[config.mk]
export PLATFORM = sky130hd
export DESIGN_NAME = digit_loader_ctrl
export DESIGN_NICKNAME = d
export VERILOG_FILES = /design/src/rtl/digit_loader_ctrl.sv
export SDC_FILE = /design/constraint.sdc
export NUM_CORES = 1
export LEC_CHECK = 0
export CAP_MARGIN = 20
export CORE_MARGIN = 10
export CORE_UTILIZATION = 53
export CTS_CLUSTER_DIAMETER = 100
export DETAILED_ROUTE_END_ITERATION = 10
export PLACE_DENSITY_LB_ADDON = 0.15
export SYNTH_ARGS = -nofsm -noshare
export SYNTH_HDL_FRONTEND = slang
export SYNTH_SLANG_ARGS = --single-unit
[constraint.sdc]
create_clock -name clk -period 2 [get_ports clk]
set_input_delay 0.4 -clock clk [delete_from_list [all_inputs] [get_ports clk]]
set_output_delay 0.4 -clock clk [all_outputs]
set_load 0.03 [all_outputs]
[src/rtl/digit_loader_ctrl.sv]
// Digit loader sequencer: edits a BCD value one digit at a time from debounced buttons, then commits it through a valid/ack handshake.
// Optional AUTO_REPEAT_EN adds hold-to-repeat stepping on inc/dec.
module digit_loader_ctrl #(
  parameter int DIGITS        = 4,
  parameter int MAX_DIGIT     = 9,
  parameter int REPEAT_DELAY  = 25_000_000,
  parameter int REPEAT_PERIOD = 5_000_000
) (
  input  logic                                   clk,
  input  logic                                   sync_nreset,
  input  logic                                   btn_inc,
  input  logic                                   btn_dec,
  input  logic                                   btn_next,
  input  logic                                   btn_load,
  input  logic                                   value_ack,
  output logic                                   editing,
  output logic [((DIGITS > 1) ? $clog2(DIGITS) : 1)-1:0] edit_index,
  output logic [4*DIGITS-1:0]                    edit_value,
  output logic [4*DIGITS-1:0]                    value_out,
  output logic                                   value_valid
);
  localparam int IW = (DIGITS > 1) ? $clog2(DIGITS) : 1;
  localparam int VW = 4 * DIGITS;
  localparam logic [3:0]    MAXD = 4'(MAX_DIGIT);
  localparam logic [IW-1:0] LAST = IW'(DIGITS - 1);

  typedef enum logic [1:0] {S_IDLE, S_EDIT, S_COMMIT} state_t;

  state_t        r_state;
  logic          r_editing, r_valid;
  logic [IW-1:0] r_idx;
  logic [VW-1:0] r_edit_value, r_value_out;
  logic          r_prev_inc, r_prev_dec, r_prev_next, r_prev_load;

  logic          w_inc_e, w_dec_e, w_next_e, w_load_e;
  logic          w_rep_up, w_rep_dn, w_up, w_dn;
  logic [VW-1:0] w_new_value;

  assign w_inc_e  = btn_inc  & ~r_prev_inc;
  assign w_dec_e  = btn_dec  & ~r_prev_dec;
  assign w_next_e = btn_next & ~r_prev_next;
  assign w_load_e = btn_load & ~r_prev_load;

`ifdef AUTO_REPEAT_EN
  logic [31:0] r_rep_cnt;
  logic        r_rep_phase;
  logic        w_rep_run, w_rep_fire;

  // Counter runs only while exactly one direction is held in EDIT; phase selects first-delay vs period.
  assign w_rep_run  = (r_state == S_EDIT) && (btn_inc ^ btn_dec) && !w_load_e;
  assign w_rep_fire = w_rep_run &&
                      (r_rep_cnt == (r_rep_phase ? 32'(REPEAT_PERIOD) : 32'(REPEAT_DELAY)));
  assign w_rep_up   = w_rep_fire & btn_inc;
  assign w_rep_dn   = w_rep_fire & btn_dec;

  always_ff @(posedge clk) begin
    if (!sync_nreset || !w_rep_run) begin
      r_rep_cnt   <= '0;
      r_rep_phase <= 1'b0;
    end else if (w_rep_fire) begin
      r_rep_cnt   <= 32'd1;
      r_rep_phase <= 1'b1;
    end else begin
      r_rep_cnt   <= r_rep_cnt + 32'd1;
    end
  end
`else
  logic [31:0] w_unused_rep;
  assign w_unused_rep = 32'(REPEAT_DELAY) ^ 32'(REPEAT_PERIOD);
  assign w_rep_up = 1'b0;
  assign w_rep_dn = 1'b0;
`endif

  // Simultaneous inc and dec edges cancel.
  assign w_up = (w_inc_e & ~w_dec_e) | w_rep_up;
  assign w_dn = (w_dec_e & ~w_inc_e) | w_rep_dn;

  always_comb begin
    w_new_value = r_edit_value;
    for (int i = 0; i < DIGITS; i++) begin
      if (IW'(i) == r_idx) begin
        if (w_up)
          w_new_value[4*i +: 4] = (r_edit_value[4*i +: 4] >= MAXD) ? 4'd0
                                                                    : r_edit_value[4*i +: 4] + 4'd1;
        else if (w_dn)
          w_new_value[4*i +: 4] = (r_edit_value[4*i +: 4] == 4'd0) ? MAXD
                                                                    : r_edit_value[4*i +: 4] - 4'd1;
      end
    end
  end

  always_ff @(posedge clk) begin
    if (!sync_nreset) begin
      r_state      <= S_IDLE;
      r_editing    <= 1'b0;
      r_valid      <= 1'b0;
      r_idx        <= '0;
      r_edit_value <= '0;
      r_value_out  <= '0;
      // Prev at 1 so a button held through reset yields no edge.
      r_prev_inc   <= 1'b1;
      r_prev_dec   <= 1'b1;
      r_prev_next  <= 1'b1;
      r_prev_load  <= 1'b1;
    end else begin
      r_prev_inc   <= btn_inc;
      r_prev_dec   <= btn_dec;
      r_prev_next  <= btn_next;
      r_prev_load  <= btn_load;
      case (r_state)
        S_IDLE: begin
          if (w_load_e) begin
            r_state      <= S_EDIT;
            r_editing    <= 1'b1;
            r_edit_value <= r_value_out;
            r_idx        <= '0;
          end
        end
        S_EDIT: begin
          if (w_load_e) begin
            r_state     <= S_COMMIT;
            r_editing   <= 1'b0;
            r_value_out <= r_edit_value;
            r_valid     <= 1'b1;
          end else begin
            // Digit change uses the old index; index advance lands afterwards.
            r_edit_value <= w_new_value;
            if (w_next_e)
              r_idx <= (r_idx == LAST) ? '0 : r_idx + 1'b1;
          end
        end
        S_COMMIT: begin
          if (value_ack) begin
            r_valid <= 1'b0;
            r_state <= S_IDLE;
          end
        end
        default: begin
          r_state   <= S_IDLE;
          r_editing <= 1'b0;
          r_valid   <= 1'b0;
        end
      endcase
    end
  end

  assign editing     = r_editing;
  assign edit_index  = r_idx;
  assign edit_value  = r_edit_value;
  assign value_out   = r_value_out;
  assign value_valid = r_valid;
endmodule

==> reports/metrics.yaml <==
run_status:
  status: "complete, no violations"
drt:
  postRouteWirelength_um: 6370
  remaining_drc_errors: 0
  vias_per_cell: 5.59
  first_iter_violations: 166
  vias: 2444
  wl_per_cell_um: 14.6
  antenna_left: 0
  dr.pass1.iters: 5
global_routing:
  grt_use_met2: 0.279
  grt_pass1_wl_um: 10600
  grtUsageTotal: 0.165
  grt_max_degree: 27
  overflow: 0
  antenna_found_initial: 0
  met1_usage: 0.207
  first_global_vias: 2229
  met3_usage: 0.0370
  grt_busiest_layer: "met2"
min_path:
  hold_end: "value_out[1]"
  hp-start: "value_out[1]"
  hold_class: "flip-flop to flip-flop"
  whs_path_depth: 2
timing:
  skew_ns: 0.00748
  max-slew-margin-rel: 0.714
  min_period_ns: 1.92
  max_freq_mhz: 521
  finalHoldViolCount: 0
  rsz0062_at_grt: "yes"
  holdWs_ns: 0.470
  setup_viol: 0
  final_max_slew_viol_count: 0
  finalCritPeriodShare: 0.960
  tightest_slew_ns: 0.428
  setup_ws_ns: 0.0793
worst_setup_path:
  reg2reg_from: "edit_value[0]"
  crit_fanout: 8
  rr_endpoint: "edit_value[1]"
  cp_cell_sequence: "clkdlybuf4s50_1, nor2b_2, ha_2, buf_4, o21ai_2, a21oi_1, or3_1, a221oi_1"
  end_kind: "flip-flop"
  timing.critical_path.required_ns: 2.21
  arrival_ns: 2.13
  crit_slowest_cell: "clkdlybuf4s50_1"
  r2r_cells: 7
  r2r_slack_ns: 0.24
  slowest_delay_ns: 0.40
  critPathKind: "input port to flip-flop"
  start_kind: "input port"
power_and_ir_drop:
  vdd_drop_max_uv: 352
  power_density_nw_per_um2: 511
  power.total_mw: 1.69
  leakage_nw: 1.28
cts:
  cts_buffer_depth: 2
  cts-root-buf: "clkbuf_8"
  htreeDepth: 2
  clock-sinks: 42
  cts_tree: "done"
  cts_inserted_buffers: 5
  cts.clk_slew.worst_paths_ns: 0.08
  clk_latency_ns: 0.29
place:
  dp.cells: 428
  place_ws_ns: -0.312
  postPlaceCellArea_um2: 3160
  port_buffers: 42
  gp_congestion: 0.898
  hpwl_um: 4600
floorplan:
  die_width_um: 89.6
  design.portCount: 43
  row_count: 25
  initial_core_util: 0.544
  dieHeight_um: 89.6
  coreArea_um2: 4720
  die_area_um2: 8030
finish:
  instances_no_fill: 437
  area_growth_pct: 28.7
  nets: 396
  antenna_cells: 0
  drive_gt1_frac: 0.141
  final_cell_mix: "nand2_1, dfxtp_1, clkdlybuf4s50_1, a21oi_1, buf_4"
  final_common_cell: "nand2_1"
  final_area_um2: 3310
logic_synthesis:
  synth.distinct_cells: 47
  synth_top_area_frac: 0.327
  synth_edf_count: 0
  syn_inst: 315
  yosys-top-cells-area: "dfxtp_1, ha_1, nand2_1"
  ys_seq_elements: 42
  yosys_most_used_dff: "dfxtp_1"
  synth_top_area_cell: "dfxtp_1"
  postSynthAreaPerCell_um2: 8.16
  seq_area_frac_synth: 0.327
  async_reset_ff_frac: 0
  syn-num-nets: 342
  synthesis.area_um2: 2570
  yosys_warnings: 0
flow_run:
  drv_cap: 0
cells by family (layout without fill, tap and decap cells):
| logic type | count (synthesis) | in the layout | synth area share |
|---|---|---|---|
| fa+ha+maj | 20 | 20 | 0.0974 |
| flops | 42 | 42 | 0.327 |
| buf+inv | 38 | 93 | 0.0691 |
| compound gates | 93 | 93 | 0.252 |
| mux | 4 | 4 | 0.0161 |
| simple gates | 109 | 109 | 0.208 |
| xor+xnor | 9 | 9 | 0.0307 |
layer usage:
layer / part of all wire / up-vias
met1: 0.44 / 1140
met3: 0.060 / 4
met4: 0.0052 / 0
met2: 0.49 / 78
li1: - / 1222
met5: 0 / -
cell usage after synthesis (all sizes together) (10+ instances only):
cell / instances
nand2: 47
o21ai: 18
buf: 12
a21oi: 32
dfxtp: 42
nor2: 20
ha: 20
inv: 15
o31ai: 10
nand3: 16
state kept, by name, summed over array words and instances (netlist names):
signal and count:
r_prev_load 1, editing 1, r_prev_next 1, r_prev_dec 1, edit_value 16, r_prev_inc 1, edit_index 2, value_valid 1
value_out 16, r_state 2
what timing repair did:
| item | 4_1_cts | 5_1_grt |
|---|---|---|
| hold endpoints to repair | 0 | 0 |
| gates cloned | 0 | 0 |
| gates resized for setup | 2 | 14 |
| setup buffers | 0 | 1 |
| pin swaps | 0 | 2 |
| hold buffers | 0 | 0 |
| endpoints found under the setup margin | 2 | 15 |
power breakdown:
group | switching (mW) | internal, mW | total, mW | leakage, nW
logic | 0.139 | 0.108 | 0.247 | 0.891
clock network | 0.295 | 0.279 | 0.573 | 0.0482
registers | 0.0204 | 0.850 | 0.870 | 0.340
total | 0.454 | 1.24 | 1.69 | 1.28
per-stage QoR:
stage	util	TNS, ns
after floorplan	-	0
after global placement	0.669	-3.17
after detailed placement	0.669	-3.62
after CTS	0.690	0
after global routing	0.700	-0.139
final	0.700	0
layout make-up:
class / count / area (um2)
Fill cell: 402 / 1420
Timing Repair Buffer: 68 / 626
Clock buffer: 7 / 86.3
Tap cell: 67 / 83.8
Multi-Input combinational cell: 235 / 1590
Sequential cell: 42 / 841
Inverter: 17 / 77.6
Clock inverter: 1 / 5.00
worst max-delay path by stage:
| stage | start | to | slack, ns |
|---|---|---|---|
| after floorplan | edit_value[4] | edit_value[6] | 0.05 |
| after global placement | btn_inc | edit_value[7] | -0.27 |
| after detailed placement | btn_inc | edit_value[0] | -0.31 |
| after CTS | edit_value[10] | edit_value[10] | 0.01 |
| after global routing | btn_inc | edit_value[1] | -0.03 |
| final | btn_inc | edit_value[6] | 0.08 |
worst max-delay path: cells and delay by family:
family | cells | cell delay (ns)
AOI/OAI and AO/OA | 3 | 0.45
adders and majority gates | 1 | 0.20
buffers and inverters | 2 | 0.58
and+or+nand+nor | 2 | 0.50
(Power assumes the default switching activity.)
